==> config.mk <==
export PLATFORM = sky130hd
export DESIGN_NAME = rxbuf_flat
export DESIGN_NICKNAME = d
export VERILOG_FILES = /design/src/rtl/rxbuf_if.sv /design/src/rtl/rxbuf.sv /design/src/flat_wrapper.sv
export SDC_FILE = /design/constraint.sdc
export NUM_CORES = 1
export LEC_CHECK = 0
export CAP_MARGIN = 20
export CORE_UTILIZATION = 45
export CTS_CLUSTER_DIAMETER = 40
export DETAILED_ROUTE_END_ITERATION = 7
export GPL_ROUTABILITY_DRIVEN = 0
export PLACE_DENSITY = 0.67
export SYNTH_ARGS = -nofsm -noshare
export SYNTH_HDL_FRONTEND = slang
export SYNTH_SLANG_ARGS = --single-unit
export TNS_END_PERCENT = 1
==> constraint.sdc <==
create_clock -name clk -period 2.15 [get_ports clk]
set_input_delay 0.215 -clock clk [delete_from_list [all_inputs] [get_ports clk]]
set_output_delay 0.215 -clock clk [all_outputs]
set_load 0.02 [all_outputs]
==> src/rtl/rxbuf_if.sv <==
// Signal bundle for the UART receive buffer: serial line, clock divider,
// FIFO read handshake and receive status.
interface rxbuf_if #(
  parameter int DATA_BIT   = 8,
  parameter int ITEM_COUNT = 4
);
  logic [15:0]                 clkdiv;
  logic                        rx;
  logic                        readEnable;
  logic                        clearOverrun;
  logic [DATA_BIT-1:0]         rxData;
  logic                        rxValid;
  logic                        parityError;
  logic                        frameError;
  logic                        overrun;
  logic [$clog2(ITEM_COUNT):0] itemCount;
  logic [DATA_BIT-1:0]         led;

  modport slave (
    input  clkdiv, rx, readEnable, clearOverrun,
    output rxData, rxValid, parityError, frameError, overrun, itemCount, led
  );

  modport master (
    output clkdiv, rx, readEnable, clearOverrun,
    input  rxData, rxValid, parityError, frameError, overrun, itemCount, led
  );
endinterface

==> src/rtl/rxbuf.sv <==
// UART receiver (start, data LSB-first, even parity, stop) feeding a
// first-word-fall-through FIFO of {frameError, parityError, data}.
//   state   | meaning
//   S_IDLE  | line idle, waiting for rxS low
//   S_START | timing to mid start bit, rejects glitches
//   S_DATA  | sampling data bits, then the parity bit
//   S_STOP  | sampling stop bit, pushes the frame
//   S_BREAK | stop bit was low, waiting for line to return high
module rxbuf #(
  parameter int DATA_BIT   = 8,
  parameter int ITEM_COUNT = 4
) (
  input  logic   clk,
  input  logic   resetN,
  rxbuf_if.slave bus
);
  localparam int PW = $clog2(ITEM_COUNT);
  localparam int BW = $clog2(DATA_BIT + 1);
  localparam int EW = DATA_BIT + 2;

  typedef enum logic [2:0] {S_IDLE, S_START, S_DATA, S_STOP, S_BREAK} state_t;

  logic rx_meta_q, rx_s_q;

  always_ff @(posedge clk or negedge resetN) begin
    if (!resetN) begin
      rx_meta_q <= 1'b1;
      rx_s_q    <= 1'b1;
    end else begin
      rx_meta_q <= bus.rx;
      rx_s_q    <= rx_meta_q;
    end
  end

  state_t              state_q, state_d;
  logic [15:0]         div_q, div_d;
  logic [15:0]         cnt_q, cnt_d;
  logic [BW-1:0]       bit_q, bit_d;
  logic [DATA_BIT-1:0] shift_q, shift_d;
  logic                par_q, par_d;
  logic                push;
  logic                push_pe;
  logic                push_fe;
  logic                tc;

  assign tc = (cnt_q == 16'd0);

  always_ff @(posedge clk or negedge resetN) begin
    if (!resetN) begin
      state_q <= S_IDLE;
      div_q   <= '0;
      cnt_q   <= '0;
      bit_q   <= '0;
      shift_q <= '0;
      par_q   <= 1'b0;
    end else begin
      state_q <= state_d;
      div_q   <= div_d;
      cnt_q   <= cnt_d;
      bit_q   <= bit_d;
      shift_q <= shift_d;
      par_q   <= par_d;
    end
  end

  always_comb begin
    state_d = state_q;
    div_d   = div_q;
    cnt_d   = cnt_q;
    bit_d   = bit_q;
    shift_d = shift_q;
    par_d   = par_q;
    push    = 1'b0;
    case (state_q)
      S_IDLE: begin
        if (!rx_s_q) begin
          div_d   = bus.clkdiv;
          cnt_d   = {1'b0, bus.clkdiv[15:1]};
          bit_d   = '0;
          shift_d = '0;
          state_d = S_START;
        end
      end
      S_START: begin
        if (tc) begin
          cnt_d   = div_q;
          state_d = rx_s_q ? S_IDLE : S_DATA;
        end else begin
          cnt_d = cnt_q - 16'd1;
        end
      end
      S_DATA: begin
        if (tc) begin
          cnt_d = div_q;
          // the sample after the last data bit is the parity bit
          if (bit_q == BW'(DATA_BIT)) begin
            par_d   = rx_s_q;
            state_d = S_STOP;
          end else begin
            shift_d = {rx_s_q, shift_q[DATA_BIT-1:1]};
            bit_d   = bit_q + BW'(1);
          end
        end else begin
          cnt_d = cnt_q - 16'd1;
        end
      end
      S_STOP: begin
        if (tc) begin
          push    = 1'b1;
          state_d = rx_s_q ? S_IDLE : S_BREAK;
        end else begin
          cnt_d = cnt_q - 16'd1;
        end
      end
      S_BREAK: begin
        if (rx_s_q) state_d = S_IDLE;
      end
      default: state_d = S_IDLE;
    endcase
  end

  assign push_pe = (^shift_q) ^ par_q;
  assign push_fe = ~rx_s_q;

  logic [EW-1:0]       mem_q [ITEM_COUNT];
  logic [PW-1:0]       wr_ptr_q, wr_ptr_d;
  logic [PW-1:0]       rd_ptr_q, rd_ptr_d;
  logic [PW:0]         count_q, count_d;
  logic                overrun_q, overrun_d;
  logic [DATA_BIT-1:0] led_q, led_d;
  logic                full;
  logic                empty;
  logic                pop;
  logic                wr_en;
  logic                drop;
  logic [EW-1:0]       head;

  assign full  = (count_q == (PW+1)'(ITEM_COUNT));
  assign empty = (count_q == '0);
  assign pop   = bus.readEnable && !empty;
  // a pop in the same cycle frees the slot, so a full FIFO still accepts
  assign wr_en = push && (!full || pop);
  assign drop  = push && full && !pop;

  always_comb begin
    wr_ptr_d  = wr_ptr_q;
    rd_ptr_d  = rd_ptr_q;
    count_d   = count_q;
    overrun_d = overrun_q;
    led_d     = led_q;
    if (wr_en) begin
      wr_ptr_d = wr_ptr_q + PW'(1);
      led_d    = shift_q;
    end
    if (pop) rd_ptr_d = rd_ptr_q + PW'(1);
    case ({wr_en, pop})
      2'b10:   count_d = count_q + (PW+1)'(1);
      2'b01:   count_d = count_q - (PW+1)'(1);
      default: count_d = count_q;
    endcase
    if (drop)                  overrun_d = 1'b1;
    else if (bus.clearOverrun) overrun_d = 1'b0;
  end

  always_ff @(posedge clk or negedge resetN) begin
    if (!resetN) begin
      for (int i = 0; i < ITEM_COUNT; i++) mem_q[i] <= '0;
      wr_ptr_q  <= '0;
      rd_ptr_q  <= '0;
      count_q   <= '0;
      overrun_q <= 1'b0;
      led_q     <= '0;
    end else begin
      if (wr_en) mem_q[wr_ptr_q] <= {push_fe, push_pe, shift_q};
      wr_ptr_q  <= wr_ptr_d;
      rd_ptr_q  <= rd_ptr_d;
      count_q   <= count_d;
      overrun_q <= overrun_d;
      led_q     <= led_d;
    end
  end

  assign head            = mem_q[rd_ptr_q];
  assign bus.rxData      = head[DATA_BIT-1:0];
  assign bus.parityError = head[DATA_BIT];
  assign bus.frameError  = head[DATA_BIT+1];
  assign bus.rxValid     = !empty;
  assign bus.itemCount   = count_q;
  assign bus.overrun     = overrun_q;
  assign bus.led         = led_q;
endmodule

==> src/flat_wrapper.sv <==
// flat-port wrapper written by rule: the top's interface ports become plain ports
module rxbuf_flat 
#(
  parameter int DATA_BIT   = 8,
  parameter int ITEM_COUNT = 4
)
  (clk, resetN, bus_clkdiv, bus_rx, bus_readEnable, bus_clearOverrun, bus_rxData, bus_rxValid, bus_parityError, bus_frameError, bus_overrun, bus_itemCount, bus_led);
  rxbuf_if #(.DATA_BIT(DATA_BIT), .ITEM_COUNT(ITEM_COUNT)) bus_i ();
  input  logic clk;
  input  logic resetN;
  input wire logic [$bits(bus_i.clkdiv)-1:0] bus_clkdiv;
  input wire logic [$bits(bus_i.rx)-1:0] bus_rx;
  input wire logic [$bits(bus_i.readEnable)-1:0] bus_readEnable;
  input wire logic [$bits(bus_i.clearOverrun)-1:0] bus_clearOverrun;
  output wire logic [$bits(bus_i.rxData)-1:0] bus_rxData;
  output wire logic [$bits(bus_i.rxValid)-1:0] bus_rxValid;
  output wire logic [$bits(bus_i.parityError)-1:0] bus_parityError;
  output wire logic [$bits(bus_i.frameError)-1:0] bus_frameError;
  output wire logic [$bits(bus_i.overrun)-1:0] bus_overrun;
  output wire logic [$bits(bus_i.itemCount)-1:0] bus_itemCount;
  output wire logic [$bits(bus_i.led)-1:0] bus_led;
  assign bus_i.clkdiv = bus_clkdiv;
  assign bus_i.rx = bus_rx;
  assign bus_i.readEnable = bus_readEnable;
  assign bus_i.clearOverrun = bus_clearOverrun;
  assign bus_rxData = bus_i.rxData;
  assign bus_rxValid = bus_i.rxValid;
  assign bus_parityError = bus_i.parityError;
  assign bus_frameError = bus_i.frameError;
  assign bus_overrun = bus_i.overrun;
  assign bus_itemCount = bus_i.itemCount;
  assign bus_led = bus_i.led;
  rxbuf #(.DATA_BIT(DATA_BIT), .ITEM_COUNT(ITEM_COUNT)) u_core (.clk(clk), .resetN(resetN), .bus(bus_i));
endmodule
# == Word level (Yosys, flattened, before mapping) ==
# Index checks and enable logic that the tools add are counted.
# W data, S select, Z words.
# totals
reg_bits,106
elab_cells,101
# op_classes
addsub,6
magnitude_cmp,3
eq_ne,16
mux,32
bitwise,4
reduce_logical,23
# ops
operator,count
$mux W16,3
$pmux W16 S3,1
$bwmux W40,1
$mux W10,3
$mux W8,3
$mux W3,7
$bmux W10 S2,1
$demux W10 S2,1
$logic_not A16 Y1,1
$pmux W8 S2,1
$sub A16 B1 Y16 const B,1
$pmux W3 S5,1
$mux W4,3
$ne A2 B1 Y1 const B,5
$pmux W4 S2,1
$reduce_xor A8 Y1,1
$eq A3 B2 Y1 const B,2
$eq A3 B3 Y1 const B,2
$ge A3 B3 Y1 const B,2
$logic_not A3 Y1,2
$ne A2 B2 Y1 const B,3
$not A2 Y3,2
$pmux W3 S2,1
$reduce_and A3 Y1,2
22 further kinds,34

# == Depth between registers and ports, before layout ==
# Gate-level depths: netlist of run 1.
# logic_depth
ltp_word,7
mapped_depth,12

# == Worst setup path after synthesis of run 1 ==
# No wires, ideal clock.
# synth_timing
path_type,reg-to-reg
from,register u_core.cnt_q[12]
to,"register u_core.count_q[2], in the netlist u_core.bus.itemCount[2]"
setup_ns,0.132
t_arrival_ns,2.243
required_time_ns,2.018
slack_ns,-0.224
stages_incl_launch_ff,12
path_buffers,1
period_less_slack_ns,2.374
cell_sequence,dfrtp_1 -> buf_2 -> nor4_4 -> nand3_1 -> nor3_2 -> inv_1 -> ha_1 -> inv_1 -> fa_1 -> xor2_1 -> nor2_1 -> xor2_1
# synth_via
elab_chain_cells,6
elab_cells_between_ends,8
classes_between,eq/ne (2); mux (3); reduce/logical (3)
# synth_rtl
element,line_no,text
start: declaration,rxbuf.sv:37,"logic [15:0] cnt_q, cnt_d;"
start signal: assignment,rxbuf.sv:59,cnt_q <= cnt_d;
$logic_not A16 Y1 *,rxbuf.sv:46,assign tc = (cnt_q == 16'd0);
$mux W1 *,rxbuf.sv:108,if (tc) begin
$mux W1 *,rxbuf.sv:74,case (state_q)
$logic_and A1 B1 Y1 *,rxbuf.sv:142,assign wr_en = push && (!full || pop);
$eq A2 B1 Y1 or $eq A2 B2 Y1 (tied branches),rxbuf.sv:156,"case ({wr_en, pop})"
$pmux W3 S2 or $reduce_bool A2 Y1 (tied branches),-,
end signal: assignment,rxbuf.sv:177,count_q <= count_d;
end: declaration,rxbuf.sv:128,"logic [PW:0] count_q, count_d;"
# Every way passes the cells marked *; elsewhere a longest branch is shown, timed or not.
# A chain may end at the register's enable or synchronous reset.

# == Worst setup path in the final report of run 1 ==
# layout_timing
from,register u_core.cnt_q[0]
to,"register u_core.count_q[2], in the netlist u_core.bus.itemCount[2]"
# Same word-level chain as after synthesis.

==> impl_metrics.env, run 1 <==
export IMPL_p_leak_nw=3.141
export IMPL_syn_area_um2=5375
export IMPL_syn_inst=461
export IMPL_hold_viol=0
export IMPL_ir_drop_v=0.0004099
export IMPL_num_rows=39
export IMPL_firstDrtPassIters=6
export IMPL_drc=6
export IMPL_cts_root_buf="clkbuf_16"
export IMPL_r2r_end="u_core.bus.itemCount[2]$_DFFE_PN0P_"
export IMPL_num_vias=4041
export IMPL_worstSetupStartpointType="register"
export IMPL_synth_edf_count=0
export IMPL_cts_clk_slew_worst_paths_ps=70
export IMPL_drv_cap=0
export IMPL_holdCritPathClass="in2reg"
export IMPL_routed_wl_um=12310
export IMPL_dpl_cell_area_um2=6452
export IMPL_power_density_nw_per_um2=792.6
export IMPL_drive_gt1_share_pct=35.79
export IMPL_cts_buffers=9
export IMPL_initialDrtViolationCount=186
export IMPL_antenna_found_initial=0
export IMPL_critPathArrivalTime_ps=2390
export IMPL_worstMarginPinSlew_ps=540.2
export IMPL_worstSkewPairLatency_ps=350
export IMPL_cts_sinks=106
export IMPL_ios=44
export IMPL_grt_use_total_pct=21.12
export IMPL_yosysUniqueCellTypes=66
export IMPL_synthArstFlopShare_pct=100.0
export IMPL_synth_seq_area_share_pct=49.39
export IMPL_hpwl_um=8742
export IMPL_syn_num_nets=492
export IMPL_cp_max_fo=3
export IMPL_wl_per_cell_um=17.27
export IMPL_worstSetupStartpoint="u_core.cnt_q[0]$_DFFE_PN0P_"
export IMPL_finalSetupViolCount=1
export IMPL_worst_slack_ps=-1.925
export IMPL_critPathRequiredTime_ps=2390
export IMPL_die_area_um2=12390
export IMPL_end_kind="register"
export IMPL_hold_depth=1
export IMPL_violations="DRC, setup timing"
export IMPL_final_area_um2=6903
export IMPL_grt_pass1_wl_um=20340
export IMPL_avgSynthCellArea_um2=11.66
export IMPL_period_minus_slack_ps=2152
export IMPL_port_buffers=43
export IMPL_htreeDepth=3
export IMPL_grt_max_degree=41
export IMPL_path_class="reg2reg"
export IMPL_drtAntennaViolNets=0
export IMPL_outcome="finished, violations left"
export IMPL_rr_startpoint="u_core.cnt_q[0]$_DFFE_PN0P_"
export IMPL_ys_warn_count=0
export IMPL_die_x_um=111.3
export IMPL_area_delta_synth_final_pct=28.42
export IMPL_diodes=0
export IMPL_max_freq_ghz=0.4647
export IMPL_hold_end="u_core.rx_meta_q$_DFF_PN1_"
export IMPL_grt_pass1_vias=3970
export IMPL_core_um2=11520
export IMPL_finalSetupTns_ps=-1.925
export IMPL_overflow=0
export IMPL_fin_nets=596
export IMPL_r2r_cells=12
export IMPL_clock_skew_ps=11.32
export IMPL_via_per_inst=5.668
export IMPL_worstHoldStart="bus_rx"
export IMPL_clk_path_buf_depth=2
export IMPL_finalCritPeriodShare_pct=100.1
export IMPL_worst_slew_margin_rel_pct=63.99
export IMPL_ys_seq_elements=106
export IMPL_r2r_slack_ps=-2
export IMPL_slew_viol_final=0
export IMPL_die_height_um=111.3
export IMPL_start_util_pct=46.68
export IMPL_synthFlopType="dfrtp_1"
export IMPL_cts_tree="built"
export IMPL_rsz0062_at_grt="yes"
worst max path at each step:
| stage | depth (start not counted) | to | slack [ps] |
|---|---|---|---|
| 6_report | 12 | u_core.bus.itemCount[2]$_DFFE_PN0P_ | -2 |
| 3_3_place_gp | 11 | u_core.bus.itemCount[2]$_DFFE_PN0P_ | -210 |
| 2_1_floorplan | 10 | u_core.bus.itemCount[2]$_DFFE_PN0P_ | -100 |
| 3_5_place_dp | 11 | u_core.bus.itemCount[2]$_DFFE_PN0P_ | -250 |
| 4_1_cts | 9 | u_core.cnt_q[6]$_DFFE_PN0P_ | -9 |
| 5_1_grt | 12 | u_core.bus.itemCount[2]$_DFFE_PN0P_ | -150 |
state kept, by name, indices dropped and copies added (netlist names):
register	cells
u_core.bit_q	4
u_core.bus.itemCount	3
u_core.bus.led	8
u_core.bus.overrun	1
u_core.cnt_q	16
u_core.div_q	16
u_core.mem_q	40
u_core.par_q	1
u_core.rd_ptr_q	2
u_core.rx_meta_q	1
u_core.rx_s_q	1
u_core.shift_q	8
u_core.state_q	3
u_core.wr_ptr_q	2
routing by layer:
layer  vias up  part of all wire, %  track usage (%)
met2        87                   47            33.04
li1       1885                    -                -
met5         -                    0                0
met4         0                  1.8            7.027
met3        20                  4.6            3.827
met1      2049                   47            29.70
cells by family after synthesis:
family / share of synthesized area, %
AO/OA/AOI/OAI: 11.08
XOR/XNOR: 2.770
adder cells (fa/ha/maj): 2.467
buffers and inverters: 3.747
multiplexers: 17.97
AND/OR/NAND/NOR: 12.57
flip-flops: 49.39
metrics by stage:
stage                     setup WS, ps  hold WS (ps)  instances  utilization, %  power, mW
after floorplan                 -99.83        -80.59        461               -      3.160
after global placement          -209.8         229.5        681           56.03      3.832
after detailed placement        -253.7         236.8        681           56.03      3.868
after CTS                       -9.125         250.5        698           58.56      5.433
after global routing            -151.9         261.5        713           59.94      5.735
final                           -1.925         262.9        713           59.94      5.471
cell usage in the layout (no fill, tap or decap), drive strengths merged, types with 6 or more instances in the layout:
| cell | count |
|---|---|
| dfrtp | 104 |
| buf | 80 |
| mux2 | 64 |
| nand2 | 41 |
| clkdlybuf4s50 | 33 |
| o21ai | 28 |
| nor2 | 22 |
| inv | 19 |
| nor3 | 14 |
| a21oi | 13 |
| xnor2 | 12 |
| clkbuf | 11 |
| mux4 | 10 |
| dlygate4sd2 | 9 |
| ha | 9 |
| nand4 | 7 |
| a22o | 6 |
| nand3 | 6 |
cells in the mapped netlist, types with 6 or more instances:
cell type / number / area [um2]
nor2_1: 22 / 82.58
nand3_1: 6 / 30.03
ha_1: 9 / 112.6
mux2_2: 62 / 698.2
dfrtp_1: 104 / 2603
nor3_1: 9 / 45.04
buf_2: 8 / 40.04
inv_1: 18 / 67.56
o21ai_0: 26 / 130.1
clkbuf_1: 15 / 56.30
a21oi_1: 13 / 65.06
nand2_1: 41 / 153.9
mux4_2: 10 / 225.2
xnor2_1: 12 / 105.1
a22o_1: 6 / 52.55
repair_timing:
item                                   in CTS  in global routing
hold buffers                                1                  0
setup endpoints to repair                  14                 62
resized for setup                          14                 16
setup buffers                               0                 14
endpoints found under the hold margin      37                  0
cloned                                      0                  1
pin swaps                                   2                  7
critical path, cell delays in order, from the launching register on:
cell     delay, ps
dfrtp_1        390
inv_2           80
ha_4           120
nor3b_4        240
nand2_2        140
nor3_4         220
inv_1           60
ha_2           190
inv_2           60
fa_2           190
xor2_1         130
nor2_1          70
xor2_1         140
power breakdown:
part	internal, mW	total [mW]	switching, mW
sequential	2.18	2.39	0.201
combinational	0.800	1.54	0.742
clock	0.793	1.54	0.750
final cells by class:
class	count	area [um2]
Multi-Input combinational cell	307	2623
Clock inverter	5	38.79
Fill cell	952	4613
Timing Repair Buffer	123	1105
Inverter	18	67.56
Clock buffer	11	232.7
Tap cell	143	178.9
Sequential cell	106	2658
(Power assumes the default switching activity.)
==> inputs of run 2 (changes only) <==
--- a/config.mk
+++ b/config.mk
@@ -7,7 +7,8 @@
 export LEC_CHECK = 0
 export CAP_MARGIN = 20
 export CORE_UTILIZATION = 45
-export CTS_CLUSTER_DIAMETER = 40
+export CTS_BUF_LIST = sky130_fd_sc_hd__clkbuf_4 sky130_fd_sc_hd__clkbuf_8
+export CTS_CLUSTER_DIAMETER = 100
 export DETAILED_ROUTE_END_ITERATION = 7
 export GPL_ROUTABILITY_DRIVEN = 0
 export PLACE_DENSITY = 0.67
==> run 2 against run 1 <==
Effect of this change:
- critical path depth is 3 lower
- the flow still finishes with violations (DRC, setup timing)
- worst setup slack got worse by 29 ps
- clock-buffer cell count did not move
- core utilization about the same
- clock power down 26%
- combinational power about the same
- critical path type unchanged
==> impl_metrics.env, run 2 (same netlist as run 1, synthesis figures left out) <==
export IMPL_p_comb_share_pct=30.7
export IMPL_grt_pass1_vias=3959
export IMPL_num_vias=4071
export IMPL_port_buffers=43
export IMPL_outcome="finished, violations left"
export IMPL_cts_sinks=106
export IMPL_violations="DRC, setup timing"
export IMPL_ios=44
export IMPL_clock_skew_ps=13.83
export IMPL_reg_top3="u_core.mem_q x40, u_core.cnt_q x16, u_core.div_q x16"
export IMPL_largest_reg_flops=40
export IMPL_cts_clk_slew_worst_paths_ps=100
export IMPL_path_class="reg2reg"
export IMPL_clk_path_buf_depth=2
export IMPL_drc=6
export IMPL_p_sw_mw=1.663
export IMPL_drv_cap=0
export IMPL_antenna_found_initial=0
export IMPL_p_int_mw=3.450
export IMPL_diodes=0
export IMPL_drtAntennaViolNets=0
export IMPL_cp_max_fo=6
export IMPL_layout_commonest_cell="dfrtp_1"
export IMPL_cts_buffers=9
export IMPL_slew_viol_final=0
export IMPL_max_freq_ghz=0.4586
export IMPL_worstSetupStartpointType="register"
export IMPL_worst_slack_ps=-30.54
export IMPL_ir_drop_v=0.0003493
export IMPL_grt_use_total_pct=20.89
export IMPL_die_x_um=111.3
export IMPL_finalSetupViolCount=4
export IMPL_num_rows=39
export IMPL_period_minus_slack_ps=2181
export IMPL_start_util_pct=46.68
export IMPL_finalSetupTns_ps=-116.5
export IMPL_r2r_cells=9
export IMPL_critPathArrivalTime_ps=2460
export IMPL_finalPower_mw=5.113
export IMPL_via_per_inst=5.686
export IMPL_finalCritPeriodShare_pct=101.4
export IMPL_hpwl_um=8742
export IMPL_rsz0062_at_grt="yes"
export IMPL_power_frac_seq_pct=47.0
export IMPL_hold_viol=0
export IMPL_initialDrtViolationCount=210
export IMPL_dpl_cell_area_um2=6452
export IMPL_critPathRequiredTime_ps=2420
export IMPL_die_height_um=111.3
export IMPL_hold_depth=1
export IMPL_area_delta_synth_final_pct=28.35
export IMPL_holdCritPathClass="in2reg"
export IMPL_p_clk_share_pct=22.3
export IMPL_worstSkewPairLatency_ps=380
export IMPL_routed_wl_um=12470
export IMPL_fin_nets=599
export IMPL_p_leak_nw=3.152
export IMPL_htreeDepth=3
export IMPL_die_area_um2=12390
export IMPL_switching_share_pct=32.53
export IMPL_cts_root_buf="clkbuf_8"
export IMPL_overflow=0
export IMPL_fill_cells=953
export IMPL_firstDrtPassIters=7
export IMPL_final_cell_mix="dfrtp_1, buf_4, mux2_2"
export IMPL_worst_slew_margin_rel_pct=64.14
export IMPL_final_area_um2=6899
export IMPL_end_kind="register"
export IMPL_grt_max_degree=41
export IMPL_wl_per_cell_um=17.42
export IMPL_regMostFlops="u_core.mem_q"
export IMPL_dpl_worst_slack_ps=-253.7
export IMPL_power_density_nw_per_um2=741.0
export IMPL_core_um2=11520
export IMPL_drive_gt1_share_pct=36.65
export IMPL_cts_tree="built"
export IMPL_grt_pass1_wl_um=20220
export IMPL_worstMarginPinSlew_ps=537.9
[run 2: cell count changes in the layout (fill, tap and decap cells not counted), sizes merged]
cell	delta
buf	+2
dlymetal6s2s	+2
clkbuf	+1
clkdlybuf4s50	-2
[run 2: final timing paths]
check / startpoint / endpoint / slack (ps)
worst max-delay path: u_core.cnt_q[0]$_DFFE_PN0P_ / u_core.mem_q[20]$_DFFE_PN0P_ / -30
worst min-delay path: bus_rx / u_core.rx_meta_q$_DFF_PN1_ / 230
worst max register to register: u_core.cnt_q[0]$_DFFE_PN0P_ / u_core.mem_q[20]$_DFFE_PN0P_ / -30
worst min register to register: u_core.rx_meta_q$_DFF_PN1_ / u_core.rx_s_q$_DFF_PN1_ / 370
max in group asynchronous: resetN / u_core.mem_q[34]$_DFFE_PN0P_ / 1120
min in group asynchronous: resetN / u_core.cnt_q[5]$_DFFE_PN0P_ / 360
[run 2: power by group through the flow]
stage	clock [mW]	combinational (mW)	sequential, mW
floorplan	0	0.718	2.44
global placement	0	1.43	2.40
detailed placement	0	1.46	2.40
CTS	1.18	1.47	2.37
global route	1.25	1.70	2.42
finish	1.14	1.57	2.40
[run 2: area by class of cell]
cell class,count,area [um2],area share [%]
clock inverters,5,38.79,0.5622
clock buffers,11,138.9,2.013
inverters,18,67.56,0.9793
well taps,143,178.9,2.593
multi-input cells,307,2646,38.36
repair buffers,126,1171,16.97
flip-flops and latches,106,2658,38.52
[run 2: worst max-delay path, cell delays in order, from the launching register on]
cell       delay, ps
dfrtp_1          400
inv_2             80
ha_4             130
nor3b_4          270
buf_6            150
nand4_4          110
buf_6            160
nor3_4           250
clkbuf_16        210
mux2_2           320
[run 2: metrics by stage]
stage / hold slack, ps / cells / utilization [%]
detailed placement: 236.8 / 681 / 56.03
CTS: 206.8 / 698 / 57.62
global route: 215.9 / 716 / 59.91
finish: 227.3 / 716 / 59.91
floorplan: -80.59 / 461 / -
global placement: 229.5 / 681 / 56.03
[run 2: timing repair]
action | 4_1_cts | 5_1_grt
hold buffers | 1 | 0
hold endpoints to repair | 37 | 0
buffers inserted | 0 | 16
pin swaps | 0 | 12
endpoints found under the setup margin | 23 | 65
cloned | 0 | 2
gates resized for setup | 12 | 32
[run 2: metal layers]
| layer | up-vias | wire, um | GRT usage [%] |
|---|---|---|---|
| met5 | - | 0 | 0 |
| met4 | 0 | 191 | 7.297 |
| met3 | 17 | 389 | 3.171 |
| met2 | 83 | 5939 | 32.75 |
| met1 | 2080 | 5950 | 29.59 |
| li1 | 1891 | - | - |
==> inputs of run 3 (changes only) <==
--- a/config.mk
+++ b/config.mk
@@ -11,6 +11,7 @@
 export CTS_CLUSTER_DIAMETER = 100
 export DETAILED_ROUTE_END_ITERATION = 7
 export GPL_ROUTABILITY_DRIVEN = 0
+export MAX_ROUTING_LAYER = met4
 export PLACE_DENSITY = 0.67
 export SYNTH_ARGS = -nofsm -noshare
 export SYNTH_HDL_FRONTEND = slang
==> run 3 against run 2 <==
Effect of this change:
- the flow still finishes with violations (DRC, setup timing)
- register-to-register slack is essentially flat
- fmax is essentially flat
- critical path depth is the same
==> impl_metrics.env, run 3 (same netlist as run 1, synthesis figures left out) <==
export IMPL_outcome="finished, violations left"
export IMPL_violations="DRC, setup timing"
export IMPL_hold_viol=0
export IMPL_use_met3_pct=3.171
export IMPL_port_buffers=43
export IMPL_worst_slew_margin_rel_pct=64.55
export IMPL_grt_use_total_pct=21.54
export IMPL_path_cells="inv_2, ha_4, nor3b_4, buf_6, nand4_4, buf_6, nor3_4, clkbuf_16, mux2_2"
export IMPL_drtAntennaViolNets=0
export IMPL_end_kind="register"
export IMPL_worstMarginPinSlew_ps=531.7
export IMPL_num_rows=39
export IMPL_worstSetupStartpointType="register"
export IMPL_holdCritPathClass="in2reg"
export IMPL_slew_viol_final=0
export IMPL_grt_max_degree=41
export IMPL_regMostFlops="u_core.mem_q"
export IMPL_htreeDepth=3
export IMPL_core_um2=11520
export IMPL_cts_buffers=9
export IMPL_wl_per_cell_um=17.44
export IMPL_switching_share_pct=32.56
export IMPL_area_delta_synth_final_pct=28.35
export IMPL_num_vias=4055
export IMPL_diodes=0
export IMPL_critPathSlowestCell="dfrtp_1"
export IMPL_dpl_worst_slack_ps=-253.7
export IMPL_fin_nets=599
export IMPL_grt_pass1_vias=3942
export IMPL_max_freq_ghz=0.4590
export IMPL_globalRouteMet2Util_pct=32.79
export IMPL_drive_gt1_share_pct=36.65
export IMPL_period_minus_slack_ps=2179
export IMPL_power_frac_seq_pct=47.0
export IMPL_path_class="reg2reg"
export IMPL_overflow=0
export IMPL_die_x_um=111.3
export IMPL_cts_tree="built"
export IMPL_p_clk_share_pct=22.4
export IMPL_largest_reg_flops=40
export IMPL_critPathRequiredTime_ps=2430
export IMPL_clk_path_buf_depth=2
export IMPL_finalCritPeriodShare_pct=101.3
export IMPL_drv_cap=0
export IMPL_start_util_pct=46.68
export IMPL_ios=44
export IMPL_worst_slack_ps=-28.85
export IMPL_worstSkewPairLatency_ps=380
export IMPL_multi_input_area_um2=2646
export IMPL_hpwl_um=8742
export IMPL_via_per_inst=5.663
export IMPL_p_sw_mw=1.665
export IMPL_routed_wl_um=12480
export IMPL_antenna_found_initial=0
export IMPL_cts_root_buf="clkbuf_8"
export IMPL_drc=6
export IMPL_grt_util_met1_pct=29.62
export IMPL_die_area_um2=12390
export IMPL_firstDrtPassIters=7
export IMPL_power_density_nw_per_um2=741.2
export IMPL_grt_busiest_layer="met2"
export IMPL_crit_path_max_incr_delay_ps=400
export IMPL_p_leak_nw=3.152
export IMPL_cts_sinks=106
export IMPL_layout_commonest_cell="dfrtp_1"
export IMPL_initialDrtViolationCount=205
export IMPL_p_comb_share_pct=30.6
export IMPL_final_cell_mix="dfrtp_1, buf_4, mux2_2"
export IMPL_cp_max_fo=6
export IMPL_critPathArrivalTime_ps=2450
export IMPL_ir_drop_v=0.0003491
export IMPL_timing_critical_path_mode_cell="buf_6"
export IMPL_die_height_um=111.3
export IMPL_seq_area_um2=2658
export IMPL_grt_pass1_wl_um=20260
export IMPL_cts_clk_slew_worst_paths_ps=100
export IMPL_finalSetupViolCount=4
export IMPL_clock_skew_ps=15.18
export IMPL_finish_utilization_pct=59.91
export IMPL_p_int_mw=3.449
export IMPL_rsz0062_at_grt="yes"
export IMPL_reg_top3="u_core.mem_q x40, u_core.cnt_q x16, u_core.div_q x16"
export IMPL_fill_cells=953
[run 3: worst max-delay path: cells and delay by family (launching register included)]
| family | cells | cell delay (ps) |
|---|---|---|
| muxes | 1 | 320 |
| buffers and inverters | 4 | 600 |
| adders and majority gates | 1 | 130 |
| DFF | 1 | 400 |
| and+or+nand+nor | 3 | 630 |
[run 3: worst paths after layout]
path | startpoint | end | slack [ps] | cells after the start
max in group asynchronous | resetN | u_core.rx_s_q$_DFF_PN1_ | 1120 | 3
worst max register to register | u_core.cnt_q[0]$_DFFE_PN0P_ | u_core.mem_q[20]$_DFFE_PN0P_ | -30 | 9
min in group asynchronous | resetN | u_core.cnt_q[5]$_DFFE_PN0P_ | 360 | 2
worst min register to register | u_core.rx_meta_q$_DFF_PN1_ | u_core.rx_s_q$_DFF_PN1_ | 370 | 0
worst min-delay path | bus_rx | u_core.rx_meta_q$_DFF_PN1_ | 230 | 1
worst max-delay path | u_core.cnt_q[0]$_DFFE_PN0P_ | u_core.mem_q[20]$_DFFE_PN0P_ | -30 | 9
[run 3: layout make-up]
class	count	area share, %
multi-input combinational	307	38.36
timing repair buffer	126	16.97
tap	143	2.593
sequential	106	38.52
clock inverter	5	0.5622
inverter	18	0.9793
clock buffer	11	2.013
[run 3: through the flow]
stage,hold WS (ps),cell area [um2],TNS [ps],instances,total power [mW]
2_1_floorplan,-80.59,5405,-177.8,461,3.160
3_3_place_gp,229.5,6452,-3232,681,3.832
3_5_place_dp,236.8,6452,-4610,681,3.868
4_1_cts,206.8,6635,-175.6,698,5.025
5_1_grt,214.1,6899,-2558,716,5.386
6_report,227.0,6899,-107.9,716,5.114
[run 3: power groups by stage]
stage / sequential (mW) / clock, mW / combinational [mW]
detailed placement: 2.40 / 0 / 1.46
finish: 2.40 / 1.14 / 1.57
global placement: 2.40 / 0 / 1.43
floorplan: 2.44 / 0 / 0.718
CTS: 2.37 / 1.18 / 1.47
global route: 2.42 / 1.26 / 1.70
[run 3: repair_timing]
action / CTS / global route
hold buffers: 1 / 0
pin swaps: 0 / 14
cloned: 0 / 2
resized for setup: 12 / 32
endpoints found under the hold margin: 37 / 0
buffers inserted: 0 / 16
endpoints found under the setup margin: 23 / 65
[run 3: routing by layer]
metal | wire, um | vias to the layer above
li1 | - | 1888
met1 | 5883 | 2054
met2 | 5909 | 96
met3 | 489 | 17
met4 | 201 | 0
met5 | 0 | -
